===== config.mk =====
export PLATFORM = sky130hd
export DESIGN_NAME = decode_stage_p
export DESIGN_NICKNAME = d
export VERILOG_FILES = /design/src/rtl/decode_stage_p_pkg.sv /design/src/rtl/decode_stage_p_ctrl_rom.sv /design/src/rtl/decode_stage_p.sv
export SDC_FILE = /design/constraint.sdc
export NUM_CORES = 1
export LEC_CHECK = 0
export CORE_ASPECT_RATIO = 0.75
export CORE_MARGIN = 1.5
export CORE_UTILIZATION = 58
export CTS_CLUSTER_DIAMETER = 120
export DETAILED_ROUTE_END_ITERATION = 8
export PLACE_DENSITY_LB_ADDON = 0.05
export SLEW_MARGIN = 30
export SYNTH_ARGS = -nofsm -noshare
export SYNTH_HDL_FRONTEND = slang
export SYNTH_SLANG_ARGS = --single-unit
export TNS_END_PERCENT = 20

===== constraint.sdc =====
create_clock -name clk -period 5.9 [get_ports clk]
set_clock_uncertainty 0.05 [all_clocks]
set_input_delay 1.475 -clock clk [delete_from_list [all_inputs] [get_ports clk]]
set_output_delay 1.475 -clock clk [all_outputs]
set_load 0.02 [all_outputs]

===== src/rtl/decode_stage_p_pkg.sv =====
// Shared encodings for the decode stage: opcodes, PC-source selects, memory
// micro-ops, control-bundle layouts and the sequencer state type.
package decode_pkg;

  localparam int OPW   = 6;
  localparam int EX_W  = 13;
  localparam int MEM_W = 7;
  localparam int WB_W  = 6;

  localparam logic [OPW-1:0] OP_NOP  = 6'd0;
  localparam logic [OPW-1:0] OP_MOV  = 6'd1;
  localparam logic [OPW-1:0] OP_ADD  = 6'd2;
  localparam logic [OPW-1:0] OP_SUB  = 6'd3;
  localparam logic [OPW-1:0] OP_AND  = 6'd4;
  localparam logic [OPW-1:0] OP_OR   = 6'd5;
  localparam logic [OPW-1:0] OP_NOT  = 6'd6;
  localparam logic [OPW-1:0] OP_INC  = 6'd7;
  localparam logic [OPW-1:0] OP_DEC  = 6'd8;
  localparam logic [OPW-1:0] OP_LDM  = 6'd9;
  localparam logic [OPW-1:0] OP_LDD  = 6'd10;
  localparam logic [OPW-1:0] OP_STD  = 6'd11;
  localparam logic [OPW-1:0] OP_PUSH = 6'd12;
  localparam logic [OPW-1:0] OP_POP  = 6'd13;
  localparam logic [OPW-1:0] OP_JMP  = 6'd14;
  localparam logic [OPW-1:0] OP_JZ   = 6'd15;
  localparam logic [OPW-1:0] OP_JC   = 6'd16;
  localparam logic [OPW-1:0] OP_CALL = 6'd17;
  localparam logic [OPW-1:0] OP_RET  = 6'd18;
  localparam logic [OPW-1:0] OP_RTI  = 6'd19;
  localparam logic [OPW-1:0] OP_OUT  = 6'd20;
  localparam logic [OPW-1:0] OP_IN   = 6'd21;

  localparam logic [1:0] JS_SEQ = 2'd0;
  localparam logic [1:0] JS_MEM = 2'd1;
  localparam logic [1:0] JS_VEC = 2'd2;

  localparam logic [2:0] MEM_NONE   = 3'd0;
  localparam logic [2:0] MEM_LOAD   = 3'd1;
  localparam logic [2:0] MEM_STORE  = 3'd2;
  localparam logic [2:0] MEM_PUSH   = 3'd3;
  localparam logic [2:0] MEM_POP    = 3'd4;
  localparam logic [2:0] MEM_PUSHPC = 3'd5;
  localparam logic [2:0] MEM_POPF   = 3'd6;
  localparam logic [2:0] MEM_PUSHF  = 3'd7;

  localparam logic [3:0] ALU_NOP  = 4'd0;
  localparam logic [3:0] ALU_PASS = 4'd1;
  localparam logic [3:0] ALU_ADD  = 4'd2;
  localparam logic [3:0] ALU_SUB  = 4'd3;
  localparam logic [3:0] ALU_AND  = 4'd4;
  localparam logic [3:0] ALU_OR   = 4'd5;
  localparam logic [3:0] ALU_NOT  = 4'd6;
  localparam logic [3:0] ALU_INC  = 4'd7;
  localparam logic [3:0] ALU_DEC  = 4'd8;

  localparam logic [1:0] BR_NONE   = 2'd0;
  localparam logic [1:0] BR_ALWAYS = 2'd1;
  localparam logic [1:0] BR_Z      = 2'd2;
  localparam logic [1:0] BR_C      = 2'd3;

  localparam logic [1:0] WB_ALU  = 2'd0;
  localparam logic [1:0] WB_MEM  = 2'd1;
  localparam logic [1:0] WB_IMM  = 2'd2;
  localparam logic [1:0] WB_PORT = 2'd3;

  typedef enum logic [1:0] {
    ST_IDLE     = 2'd0,
    ST_RET_POP  = 2'd1,
    ST_RTI_POP  = 2'd2,
    ST_INT_PUSH = 2'd3
  } state_t;

  typedef struct packed {
    logic [3:0] alu_op;
    logic       use_imm;
    logic       use_src;
    logic       use_dst;
    logic       set_flags;
    logic       branch;
    logic [1:0] br_cond;
    logic       call;
    logic       out_port;
  } ex_ctl_t;

  typedef struct packed {
    logic [2:0] mem_op;
    logic       mem_read;
    logic       mem_write;
    logic       sp_inc;
    logic       sp_dec;
  } mem_ctl_t;

  typedef struct packed {
    logic       reg_write;
    logic       mem_to_reg;
    logic [1:0] wb_sel;
    logic       flag_restore;
    logic       sp_write;
  } wb_ctl_t;

  typedef struct packed {
    ex_ctl_t  ex;
    mem_ctl_t mem;
    wb_ctl_t  wb;
  } ctl_bundle_t;

  typedef struct packed {
    state_t     state;
    logic [2:0] cnt;
    logic       irq_pend;
  } seq_dbg_t;

  // Stack micro-op bundle; the MEM stage does the SP arithmetic and writes it back.
  function automatic ctl_bundle_t uop_bundle(input logic [2:0] op);
    ctl_bundle_t b;
    b = '0;
    b.mem.mem_op  = op;
    b.wb.sp_write = 1'b1;
    if (op == MEM_POP || op == MEM_POPF) begin
      b.mem.mem_read = 1'b1;
      b.mem.sp_inc   = 1'b1;
    end else begin
      b.mem.mem_write = 1'b1;
      b.mem.sp_dec    = 1'b1;
    end
    b.wb.flag_restore = (op == MEM_POPF);
    return b;
  endfunction

endpackage


===== src/rtl/decode_stage_p_ctrl_rom.sv =====
// Combinational opcode-to-control-bundle lookup. RET and RTI decode to an
// empty bundle because the sequencer supplies their micro-ops.
module ctrl_rom
  import decode_pkg::*;
(
  input  logic [OPW-1:0] opcode,
  output ctl_bundle_t    bundle
);

  always_comb begin
    bundle = '0;
    case (opcode)
      OP_MOV: begin
        bundle.ex.alu_op    = ALU_PASS;
        bundle.ex.use_src   = 1'b1;
        bundle.wb.reg_write = 1'b1;
        bundle.wb.wb_sel    = WB_ALU;
      end
      OP_ADD, OP_SUB, OP_AND, OP_OR: begin
        bundle.ex.use_src   = 1'b1;
        bundle.ex.use_dst   = 1'b1;
        bundle.ex.set_flags = 1'b1;
        bundle.wb.reg_write = 1'b1;
        case (opcode)
          OP_ADD:  bundle.ex.alu_op = ALU_ADD;
          OP_SUB:  bundle.ex.alu_op = ALU_SUB;
          OP_AND:  bundle.ex.alu_op = ALU_AND;
          default: bundle.ex.alu_op = ALU_OR;
        endcase
      end
      OP_NOT, OP_INC, OP_DEC: begin
        bundle.ex.use_dst   = 1'b1;
        bundle.ex.set_flags = 1'b1;
        bundle.wb.reg_write = 1'b1;
        case (opcode)
          OP_NOT:  bundle.ex.alu_op = ALU_NOT;
          OP_INC:  bundle.ex.alu_op = ALU_INC;
          default: bundle.ex.alu_op = ALU_DEC;
        endcase
      end
      OP_LDM: begin
        bundle.ex.use_imm   = 1'b1;
        bundle.wb.reg_write = 1'b1;
        bundle.wb.wb_sel    = WB_IMM;
      end
      OP_LDD: begin
        bundle.ex.use_imm    = 1'b1;
        bundle.mem.mem_op    = MEM_LOAD;
        bundle.mem.mem_read  = 1'b1;
        bundle.wb.reg_write  = 1'b1;
        bundle.wb.mem_to_reg = 1'b1;
        bundle.wb.wb_sel     = WB_MEM;
      end
      OP_STD: begin
        bundle.ex.use_imm    = 1'b1;
        bundle.ex.use_src    = 1'b1;
        bundle.mem.mem_op    = MEM_STORE;
        bundle.mem.mem_write = 1'b1;
      end
      OP_PUSH: begin
        bundle.ex.use_src    = 1'b1;
        bundle.mem.mem_op    = MEM_PUSH;
        bundle.mem.mem_write = 1'b1;
        bundle.mem.sp_dec    = 1'b1;
        bundle.wb.sp_write   = 1'b1;
      end
      OP_POP: begin
        bundle.mem.mem_op    = MEM_POP;
        bundle.mem.mem_read  = 1'b1;
        bundle.mem.sp_inc    = 1'b1;
        bundle.wb.reg_write  = 1'b1;
        bundle.wb.mem_to_reg = 1'b1;
        bundle.wb.wb_sel     = WB_MEM;
        bundle.wb.sp_write   = 1'b1;
      end
      OP_JMP, OP_JZ, OP_JC: begin
        bundle.ex.use_dst = 1'b1;
        bundle.ex.branch  = 1'b1;
        case (opcode)
          OP_JMP:  bundle.ex.br_cond = BR_ALWAYS;
          OP_JZ:   bundle.ex.br_cond = BR_Z;
          default: bundle.ex.br_cond = BR_C;
        endcase
      end
      OP_CALL: begin
        bundle.ex.use_dst    = 1'b1;
        bundle.ex.branch     = 1'b1;
        bundle.ex.br_cond    = BR_ALWAYS;
        bundle.ex.call       = 1'b1;
        bundle.mem.mem_op    = MEM_PUSHPC;
        bundle.mem.mem_write = 1'b1;
        bundle.mem.sp_dec    = 1'b1;
        bundle.wb.sp_write   = 1'b1;
      end
      OP_OUT: begin
        bundle.ex.use_src  = 1'b1;
        bundle.ex.out_port = 1'b1;
      end
      OP_IN: begin
        bundle.wb.reg_write = 1'b1;
        bundle.wb.wb_sel    = WB_PORT;
      end
      default: bundle = '0;
    endcase
  end

endmodule


===== src/rtl/decode_stage_p.sv =====
// Decode stage: register file with write bypass, stack pointer, control
// bundle generation and the RET/RTI/interrupt stack micro-op sequencer.
module decode_stage_p
  import decode_pkg::*;
#(
  parameter int W           = 16,
  parameter int NREG        = 8,
  parameter int SPW         = 32,
  parameter int STACK_START = 2**11-1,
  parameter int PC_WORDS    = 2
) (
  input  logic                    clk,
  input  logic                    rst,
  input  logic [OPW-1:0]          opcode,
  input  logic [$clog2(NREG)-1:0] src,
  input  logic [$clog2(NREG)-1:0] dst,
  input  logic                    irq,
  input  logic                    reg_we,
  input  logic [$clog2(NREG)-1:0] wa,
  input  logic [W-1:0]            wd,
  input  logic                    sp_we,
  input  logic [W-1:0]            sp_value,
  input  logic                    branch_flush,
  input  logic                    hazard_stall,
  output logic [W-1:0]            rsrc,
  output logic [W-1:0]            rdst,
  output logic [SPW-1:0]          sp,
  output logic [EX_W-1:0]         ex_ctl,
  output logic [MEM_W-1:0]        mem_ctl,
  output logic [WB_W-1:0]         wb_ctl,
  output logic                    fd_en,
  output logic                    pc_en,
  output logic [1:0]              jump_sel,
  output logic                    seq_busy,
  output logic                    pop_ok,
  output seq_dbg_t                dbg
);

  // Last step index: RET_POP runs pops 0..PC_WORDS-1 then its jump;
  // INT_PUSH runs PUSHF, PC_WORDS pushes, then its jump.
  localparam logic [2:0] RET_LAST = 3'(PC_WORDS);
  localparam logic [2:0] INT_LAST = 3'(PC_WORDS + 1);

  logic [W-1:0]   regs [NREG];
  logic [SPW-1:0] sp_q;
  state_t         state, state_nx;
  logic [2:0]     cnt, cnt_nx;
  logic           irq_pend, irq_pend_nx;
  ctl_bundle_t    rom_bundle, uop, bundle;
  logic           squash;

  always_ff @(posedge clk) begin
    if (rst) begin
      for (int i = 0; i < NREG; i++) regs[i] <= '0;
    end else if (reg_we) begin
      regs[wa] <= wd;
    end
  end

  assign rsrc = (reg_we && wa == src) ? wd : regs[src];
  assign rdst = (reg_we && wa == dst) ? wd : regs[dst];

  always_ff @(posedge clk) begin
    if (rst) sp_q <= SPW'(STACK_START);
    else if (sp_we) sp_q <= SPW'($signed(sp_value));
  end

  assign sp = sp_q;

  ctrl_rom u_rom (
    .opcode (opcode),
    .bundle (rom_bundle)
  );

  assign squash = branch_flush | hazard_stall;

  always_ff @(posedge clk) begin
    if (rst) begin
      state    <= ST_IDLE;
      cnt      <= '0;
      irq_pend <= 1'b0;
    end else begin
      state    <= state_nx;
      cnt      <= cnt_nx;
      irq_pend <= irq_pend_nx;
    end
  end

  always_comb begin
    state_nx    = state;
    cnt_nx      = cnt;
    irq_pend_nx = irq_pend | irq;
    uop         = '0;
    fd_en       = 1'b1;
    pc_en       = 1'b1;
    jump_sel    = JS_SEQ;
    seq_busy    = 1'b0;
    case (state)
      ST_IDLE: begin
        // RET/RTI take precedence over a pending interrupt, which stays pending.
        if (!squash) begin
          if (opcode == OP_RET) begin
            state_nx = ST_RET_POP;
            cnt_nx   = '0;
          end else if (opcode == OP_RTI) begin
            state_nx = ST_RTI_POP;
            cnt_nx   = '0;
          end else if (irq_pend) begin
            state_nx    = ST_INT_PUSH;
            cnt_nx      = '0;
            irq_pend_nx = 1'b0;
          end
        end
      end
      ST_RTI_POP: begin
        seq_busy = 1'b1;
        fd_en    = 1'b0;
        pc_en    = 1'b0;
        uop      = uop_bundle(MEM_POPF);
        state_nx = ST_RET_POP;
        cnt_nx   = '0;
      end
      ST_RET_POP: begin
        seq_busy = 1'b1;
        fd_en    = 1'b0;
        if (cnt == RET_LAST) begin
          jump_sel = JS_MEM;
          cnt_nx   = '0;
          if (irq_pend) begin
            state_nx    = ST_INT_PUSH;
            irq_pend_nx = 1'b0;
          end else begin
            state_nx = ST_IDLE;
          end
        end else begin
          pc_en  = 1'b0;
          uop    = uop_bundle(MEM_POP);
          cnt_nx = cnt + 3'd1;
        end
      end
      ST_INT_PUSH: begin
        seq_busy = 1'b1;
        fd_en    = 1'b0;
        if (cnt == INT_LAST) begin
          jump_sel = JS_VEC;
          cnt_nx   = '0;
          if (irq_pend) begin
            state_nx    = ST_INT_PUSH;
            irq_pend_nx = 1'b0;
          end else begin
            state_nx = ST_IDLE;
          end
        end else begin
          pc_en  = 1'b0;
          uop    = (cnt == 3'd0) ? uop_bundle(MEM_PUSHF) : uop_bundle(MEM_PUSHPC);
          cnt_nx = cnt + 3'd1;
        end
      end
      default: begin
        state_nx = ST_IDLE;
        cnt_nx   = '0;
      end
    endcase
  end

  // Sequencer micro-ops are never squashed; normal slots are zeroed on flush/hazard.
  always_comb begin
    if (seq_busy)    bundle = uop;
    else if (squash) bundle = '0;
    else             bundle = rom_bundle;
  end

  assign ex_ctl  = bundle.ex;
  assign mem_ctl = bundle.mem;
  assign wb_ctl  = bundle.wb;
  assign pop_ok  = !(state == ST_RET_POP || state == ST_RTI_POP);

  assign dbg.state    = state;
  assign dbg.cnt      = cnt;
  assign dbg.irq_pend = irq_pend;

endmodule

==> results of run 1 <==
[final cells by class]
class / count / area [um2]
fillers: 987 / 3590
clock buffers: 18 / 429
inverters: 9 / 33.8
flip-flops and latches: 150 / 4280
clock inverters: 14 / 183
multi-input cells: 474 / 4130
well taps: 200 / 250
repair buffers: 176 / 1740
[worst register-to-register path, cell delays in order, from the launching register on]
cell and delay, ns:
dfxtp_1 0.40, inv_1 0.15, ha_1 0.45, inv_1 0.19
a221oi_2 0.53, a211oi_1 0.11, a211oi_1 0.24
[metrics by stage]
stage / hold WS, ns / instances
2_1_floorplan: 0.491 / 702
6_report: 0.452 / 1041
3_3_place_gp: 0.422 / 1009
4_1_cts: 0.454 / 1041
3_5_place_dp: 0.438 / 1009
5_1_grt: 0.478 / 1041
[path summary, 6_finish.rpt]
| kind | from | end | cells past startpoint |
|---|---|---|---|
| hold / removal | sp[11] | sp[11] | 2 |
| setup reg to reg | state[0] | cnt[2] | 6 |
| setup / recovery | hazard_stall | mem_ctl[4] | 6 |
| hold reg to reg | sp[11] | sp[11] | 2 |
[layer usage]
layer,part of all wire [%],up-vias
met2,46,374
met4,1.5,0
met3,11,30
met5,0,-
met1,41,3127
li1,-,2855
[cell usage in the layout, fill, tap and decap left out, types with 11 or more instances in the layout]
cell type        count
nor2b_1             19
buf_4               17
dfxtp_1             22
nor2_1              58
a211o_1             11
and2_1             130
clkbuf_16           17
mux4_2              64
edfxtp_1           128
clkdlybuf4s50_1    152
a21oi_1             40
mux2i_1             39
[kinds of logic after synthesis]
group / after synthesis / share of synthesized area (%)
DFF: 150 / 48.7
AOI/OAI and AO/OA: 85 / 6.28
xor gates and xnor gates: 6 / 0.597
buffers and inverters: 78 / 4.36
adders and majority gates: 9 / 1.28
and+or+nand+nor: 270 / 17.9
muxes: 104 / 20.9
[flip-flops by register name, summed over array words and instances (netlist names)]
name      cells
irq_pend      1
cnt           3
sp           16
state         2
regs        128
[cell usage after synthesis, drive strengths merged (2+ instances only)]
master	number
nand3b	6
buf	34
o22ai	3
inv	9
xnor2	6
nand4	2
nor2	58
clkbuf	35
or4	2
or2	10
nor2b	19
nor3b	5
nor3	7
or3	2
o21ai	6
nand3	3
mux2i	39
or3b	3
a211o	11
and2	130
o21a	3
nand2b	7
a21oi	40
mux4	64
dfxtp	22
o32ai	2
o21bai	2
a211oi	6
nand2	9
nor4b	2
edfxtp	128
ha	9
[power breakdown]
group / internal (mW) / total (mW) / switching, mW
logic: 0.352 / 0.729 / 0.376
clock network: 0.704 / 1.14 / 0.436
registers: 1.23 / 1.27 / 0.0489
==> summary.txt, run 1 <==
routability cong.: 0.870
Die Wd: 145 um
share of cells above drive strength 1: 16.3%
DRT Pass-1 Iters: 6
HP Class: flop to flop
Starting Density: 60.1%
gr busiest metal: met2
PD cells: 284 nW/um2
worst skew pair latency: 0.43 ns
Residual DRC: 0
slew margin rel.: 56.8%
wire length per cell: 22.2 um
actual slew at the worst max-slew pin: 0.646 ns
initial antenna violation count: 0
Crit-path slowest cell: clkdlybuf4s50_1
clk sinks: 150
CP Launch Type: input port
Die Span Y: 110 um
Yosys top cell area share: 43.7%
via/cell ratio: 6.13
Synth Register Bits: 150
Clock Tree Buf Depth: 2
Worst Setup Slack, final: 0.506 ns
postcts setup bufs: 0
grt ovf: 0
global-route wire length before repair: 35100 um
worst slack, placed: 0.532 ns
# diodes: 0
number of distinct library cells after synthesis: 55
placed inst area: 10500 um2
synth-to-layout area growth: 25.6%
met3 GRT Util: 6.85%
Port Buffers: 155
most used cell, CP: clkdlybuf4s50_1
Synth async-reset ratio: 0%
worst vdd ir: 252 uV
H-tree lvl count: 4
TritonCTS clock tree: done
status: completed
max frequency: 185 MHz
Initial DRC Count: 620
DRT antenna net count: 0
Period Utilization, post-route: 91.4%
Data required, critical path: 4.38 ns
max cap viols: 0
Cells after Synth: 702
Vias: 6386
Detailed Route WL: 23100 um
reg-to-reg slack, setup: 3.69 ns
crit-path max FO: 6
# setup viols final: 0
Yosys warning count: 0
vias in the first global route: 6239
Final Max Slew Viols: 0
die area: 15900 um2
worst setup path class: input port to output pin
Final Util: 75.5%
CP endpoint kind: output pin
Placement Rows: 38
top cell family by delay on the critical path: buffers and inverters
Total GRT Usage: 29.8%
ranking of synthesized cells by area: edfxtp_1 44%, mux4_2 16%, and2_1 9.2%
crit path buf inv count: 2
core area: 14600 um2
I/O Pins: 156
grt met1 use: 41.8%
PostCTS Resize Cnt: 0
HPWL after DPL: 14200 um
Post-synth EDFFs: 128
Main synth FF type: edfxtp_1
met2 Track Usage GR: 46.4%
fin crit period: 5.39 ns
TritonCTS Buffers: 17
Syn Area/Cell: 12.5 um2
root buf cell: clkbuf_16
final hold violation count: 0
syn nets: 765
critical path cell sequence: clkdlybuf4s50_1 -> or3b_2 -> nor3_1 -> nand3b_1 -> o21bai_1 -> clkdlybuf4s50_1
largest net degree at the start of global routing: 34
max incr delay on CP: 0.63 ns
Reg clk slew, reported paths: 0.06 ns
Arrival @ worst endpoint: 3.87 ns
sequential-to-total area share from yosys stat: 48.7%
CTS Hold Buffers Added: 0
setup TNS: 0 ns
Lkg Pwr: 3.99 nW
post-route cell area: 11100 um2
RSZ-0062 raised after global routing: false
leading area contributor after synthesis: edfxtp_1
Design Power: 3.14 mW
layout net count: 891
Mapped Area: 8800 um2
(Power assumes the default switching activity.)
==> inputs of run 2 (changes only) <==
- CORE_MARGIN: 1.5 -> not set
- CORE_UTILIZATION: 58 -> 40
==> run 2 against run 1 <==
Critical path depth stayed put. Die area rose by 42%. Clock power hardly changed. Setup slack worse by 0.097 ns. Combinational power is 0.8% higher. Sequential power barely moved. Highest routed layer unchanged.
==> summary.txt, run 2 (same netlist as run 1, synthesis figures left out) <==
fin crit period: 5.49 ns (+0.0968 ns)
postcts setup bufs: 0 (unchanged)
Die Wd: 173 um (+19%)
Clock Tree Buf Depth: 2 (unchanged)
grt ovf: 0 (unchanged)
core area: 21400 um2 (+46%)
RSZ-0062 raised after global routing: false
largest net degree at the start of global routing: 34 (unchanged)
max frequency: 182 MHz (-1.8%)
layout net count: 902 (+1.2%)
CTS Hold Buffers Added: 0 (unchanged)
DRT Pass-1 Iters: 5 (-1)
# diodes: 0 (unchanged)
Total GRT Usage: 22.2% (-7.5 points)
max cap viols: 0 (unchanged)
# setup viols final: 0 (unchanged)
PostCTS Resize Cnt: 0 (unchanged)
Biggest register: regs
Starting Density: 41.2% (-19 points)
commonest non-fill, non-tap cell in the layout: clkdlybuf4s50_1
worst slack, placed: 0.404 ns (-0.128 ns)
Period Utilization, post-route: 93.1% (+1.6 points)
Detailed Route WL: 25000 um (+8.3%)
post-route cell area: 11200 um2 (+1.3%)
HPWL after DPL: 16100 um (+14%)
Data required, critical path: 4.38 ns (about the same)
Design Power: 3.14 mW (about the same)
HP Class: flop to flop
slew margin rel.: 53.4% (-3.4 points)
initial antenna violation count: 0 (unchanged)
via/cell ratio: 5.56 (-9.4%)
root buf cell: clkbuf_16
worst setup path class: input port to output pin
status: completed
global-route wire length before repair: 37000 um (+5.4%)
TritonCTS Buffers: 17 (unchanged)
setup TNS: 0 ns (unchanged)
PD cells: 280 nW/um2 (-1.4%)
routability cong.: 0.813 (-6.6%)
I/O Pins: 156 (unchanged)
actual slew at the worst max-slew pin: 0.699 ns (+0.0531 ns)
placed inst area: 10600 um2 (+1.5%)
vias in the first global route: 6102 (-2.2%)
commonest non-fill, non-tap cells in the layout: 152 x clkdlybuf4s50_1, 130 x and2_1, 128 x edfxtp_1
Reg clk slew, reported paths: 0.06 ns (about the same)
TritonCTS clock tree: done
Lkg Pwr: 4.01 nW (+0.49%)
CP Launch Type: input port
Port Buffers: 155 (unchanged)
Vias: 6333 (-0.83%)
Arrival @ worst endpoint: 3.97 ns (+0.10 ns)
Final Max Slew Viols: 0 (unchanged)
wire length per cell: 21.9 um (-1.1%)
synth-to-layout area growth: 27.3%
CP endpoint kind: output pin
Final Util: 52.5% (-23 points)
final hold violation count: 0 (unchanged)
worst vdd ir: 149 uV (-41%)
Placement Rows: 46 (+21%)
Filler cells: 1859 (+88%)
Worst Setup Slack, final: 0.409 ns (-0.0968 ns)
Die Span Y: 130 um (+19%)
Initial DRC Count: 514 (-17%)
max reg flops: 128 (unchanged)
die area: 22600 um2 (+42%)
crit-path max FO: 19 (+13)
clk sinks: 150 (unchanged)
H-tree lvl count: 4 (unchanged)
worst skew pair latency: 0.42 ns (about the same)
Residual DRC: 0 (unchanged)
DRT antenna net count: 0 (unchanged)
share of cells above drive strength 1: 17.4% (+1.1 points)
[run 2: cell types whose count changed in the layout (fill, tap and decap cells not counted)]
cell,delta
clkinvlp_4,+3
bufinv_16,-1
clkbuf_1,-1
inv_6,+1
clkinv_1,+1
inv_8,+1
buf_4,+14
clkinv_2,-4
buf_12,-3
[run 2: layer usage]
layer  wire length [um]  GRT usage (%)  up-vias
li1                   -              -     2874
met1              11600           30.9     3192
met2              11600           35.5      236
met3               1500           4.72       31
met4                301           6.14        0
met5                  0              0        -
[run 2: worst paths after layout]
| kind | startpoint | end | slack, ns | depth (start not counted) |
|---|---|---|---|---|
| max reg2reg | state[0] | cnt[2] | 3.67 | 6 |
| max | opcode[3] | ex_ctl[3] | 0.41 | 6 |
| min | sp[11] | sp[11] | 0.45 | 2 |
| min reg2reg | sp[11] | sp[11] | 0.45 | 2 |
[run 2: report_power, final]
part	internal [mW]	switching (mW)	leakage, nW
logic	0.354	0.381	2.31
clock network	0.668	0.465	0.285
registers	1.22	0.0492	1.41
[run 2: cell type report]
cell class | count | area (um2) | share of cell area [%]
clock buffers | 17 | 425 | 3.80
clock inverters | 15 | 179 | 1.60
flip-flops and latches | 150 | 4280 | 38.2
multi-input cells | 474 | 4130 | 36.9
inverters | 9 | 33.8 | 0.302
repair buffers | 187 | 1790 | 16.0
well taps | 288 | 360 | 3.22
[run 2: metrics by stage]
| stage | hold WS, ns | instances |
|---|---|---|
| after floorplan | 0.491 | 702 |
| after global placement | 0.429 | 1108 |
| after detailed placement | 0.437 | 1108 |
| after CTS | 0.452 | 1140 |
| after global routing | 0.475 | 1140 |
| final | 0.451 | 1140 |
[run 2: critical path, cell delays in order]
cell and delay (ns):
clkdlybuf4s50_1 0.72, nor4b_4 0.51, or2b_1 0.30, mux2_2 0.27, nor2_1 0.08, clkdlybuf4s50_1 0.60
==> inputs of run 3 (changes only) <==
- REMOVE_ABC_BUFFERS: not set -> 1
==> run 3 against run 2 <==
First-iteration DRC count shrank 6.2%. Non-clock buffer count down 2. Core utilization down 0.053 points. Wire length down 0.54%. Sequential power about the same. Die area unchanged. Power shrank 0.66%. Global-route usage rose by 0.46 points. Final cell count shrank 0.18%. Count of clock-buffer cells in the layout grew 1. Critical endpoint is now ex_ctl[8]. Highest routed layer unchanged.
==> summary.txt, run 3 (same netlist as run 1, synthesis figures left out) <==
actual slew at the worst max-slew pin: 0.638 ns (-0.0617 ns)
worst skew pair latency: 0.42 ns (about the same)
Lkg Pwr: 4.00 nW (about the same)
Clock Tree Buf Depth: 2 (unchanged)
Detailed Route WL: 24900 um (-0.54%)
Vias: 6207 (-2.0%)
Placement Rows: 46 (unchanged)
layout net count: 900 (-0.22%)
TritonCTS clock tree: done
PD cells: 279 nW/um2 (-0.56%)
Starting Density: 41.2% (unchanged)
Die Span Y: 130 um (unchanged)
largest net degree at the start of global routing: 34 (unchanged)
I/O Pins: 156 (unchanged)
share of cells above drive strength 1: 17.4% (+0.041 points)
Final Max Slew Viols: 0 (unchanged)
met3 GRT Util: 3.56% (-1.2 points)
fin crit period: 5.42 ns (-0.0726 ns)
postcts setup bufs: 0 (unchanged)
CP Launch Type: input port
Biggest register: regs
post-route cell area: 11200 um2 (-0.10%)
Data required, critical path: 4.38 ns (about the same)
worst setup path class: input port to output pin
wire length per cell: 21.9 um (-0.37%)
worst vdd ir: 174 uV (+17%)
Total GRT Usage: 22.7% (+0.46 points)
max frequency: 185 MHz (+1.3%)
Crit-path slowest cell: clkdlybuf4s50_1
DRT Pass-1 Iters: 5 (unchanged)
gr busiest metal: met2
Arrival @ worst endpoint: 3.89 ns (-0.08 ns)
Period Utilization, post-route: 91.8% (-1.2 points)
max incr delay on CP: 0.64 ns (-0.08 ns)
Worst Setup Slack, final: 0.482 ns (+0.0726 ns)
global-route wire length before repair: 37800 um (+2.1%)
max cap viols: 0 (unchanged)
HPWL after DPL: 16200 um (+0.50%)
Die Wd: 173 um (unchanged)
RSZ-0062 raised after global routing: false
die area: 22600 um2 (unchanged)
met2 Track Usage GR: 39.3% (+3.8 points)
HP Class: flop to flop
Port Buffers: 155 (unchanged)
hold_ws: 0.456 ns (+0.00461 ns)
synth-to-layout area growth: 27.2%
root buf cell: clkbuf_16
status: completed
# setup viols final: 0 (unchanged)
final hold violation count: 0 (unchanged)
DRT antenna net count: 0 (unchanged)
most used cell, CP: clkdlybuf4s50_1
PostCTS Resize Cnt: 0 (unchanged)
Reg clk slew, reported paths: 0.07 ns (about the same)
crit-path max FO: 6 (-13)
slew margin rel.: 57.5% (+4.1 points)
grt met1 use: 29.9% (-1.0 points)
clk sinks: 150 (unchanged)
initial antenna violation count: 1 (+1)
crit path buf inv count: 2 (unchanged)
top cell family by delay on the critical path: simple AND/OR/NAND/NOR gates
# diodes: 0 (unchanged)
core area: 21400 um2 (unchanged)
CP endpoint kind: output pin
Residual DRC: 0 (unchanged)
Initial DRC Count: 482 (-6.2%)
critical path cell sequence: clkdlybuf4s50_1 -> or3b_2 -> nor3_1 -> nand3b_1 -> nor2_1 -> clkdlybuf4s50_1
commonest non-fill, non-tap cell in the layout: clkdlybuf4s50_1
TritonCTS Buffers: 17 (unchanged)
placed inst area: 10600 um2 (about the same)
vias in the first global route: 6390 (+4.7%)
setup TNS: 0 ns (unchanged)
via/cell ratio: 5.45 (-1.8%)
H-tree lvl count: 4 (unchanged)
commonest non-fill, non-tap cells in the layout: 152 x clkdlybuf4s50_1, 130 x and2_1, 128 x edfxtp_1
max reg flops: 128 (unchanged)
grt ovf: 0 (unchanged)
worst slack, placed: 0.507 ns (+0.103 ns)
routability cong.: 0.810 (-0.36%)
Filler cells: 1830 (-1.6%)
CTS Hold Buffers Added: 0 (unchanged)
-- run 3: changes by cell type in the layout (fill, tap and decap cells not counted), moves of 2 or more --
| cell | previous run | this run |
|---|---|---|
| clkinv_1 | 3 | 0 |
| inv_8 | 1 | 3 |
| inv_6 | 2 | 4 |
| buf_4 | 31 | 28 |
-- run 3: metal layers --
metal / routed length, um / up-vias
li1: - / 2871
met1: 11200 / 3149
met2: 12200 / 164
met3: 1130 / 23
met4: 306 / 0
met5: 0 / -
-- run 3: metrics by stage --
| step | cells | util [%] | total power [mW] |
|---|---|---|---|
| 6_report | 1138 | 52.4 | 3.12 |
| 3_5_place_dp | 1106 | 49.7 | 2.04 |
| 4_1_cts | 1138 | 52.4 | 3.14 |
| 3_3_place_gp | 1106 | 49.7 | 2.02 |
| 2_1_floorplan | 633 | - | 1.67 |
| 5_1_grt | 1138 | 52.4 | 3.24 |
-- run 3: worst paths after layout --
| kind | to | depth (start not counted) | slack (ns) | startpoint |
|---|---|---|---|---|
| max reg2reg | state[0] | 6 | 3.72 | cnt[0] |
| min | sp[13] | 2 | 0.46 | sp[13] |
| max | ex_ctl[8] | 6 | 0.48 | hazard_stall |
| min reg2reg | sp[13] | 2 | 0.46 | sp[13] |
-- run 3: area by class of cell --
type | instances | area, um2 | share of cell area, %
Tap cell | 288 | 360 | 3.22
Timing Repair Buffer | 185 | 1790 | 16.0
Clock buffer | 18 | 429 | 3.83
Clock inverter | 14 | 166 | 1.49
Inverter | 9 | 33.8 | 0.302
Sequential cell | 150 | 4280 | 38.3
Multi-Input combinational cell | 474 | 4130 | 36.9
-- run 3: worst min-delay path, cell delays in order (launching register included) --
cell and delay [ns]:
dfxtp_1 0.33, mux2i_1 0.06, nor2_1 0.08
-- run 3: power by group --
group          switching, mW  internal, mW  total, mW
Combinational          0.381         0.354      0.735
Sequential            0.0501          1.22       1.27
Clock                  0.474         0.637       1.11
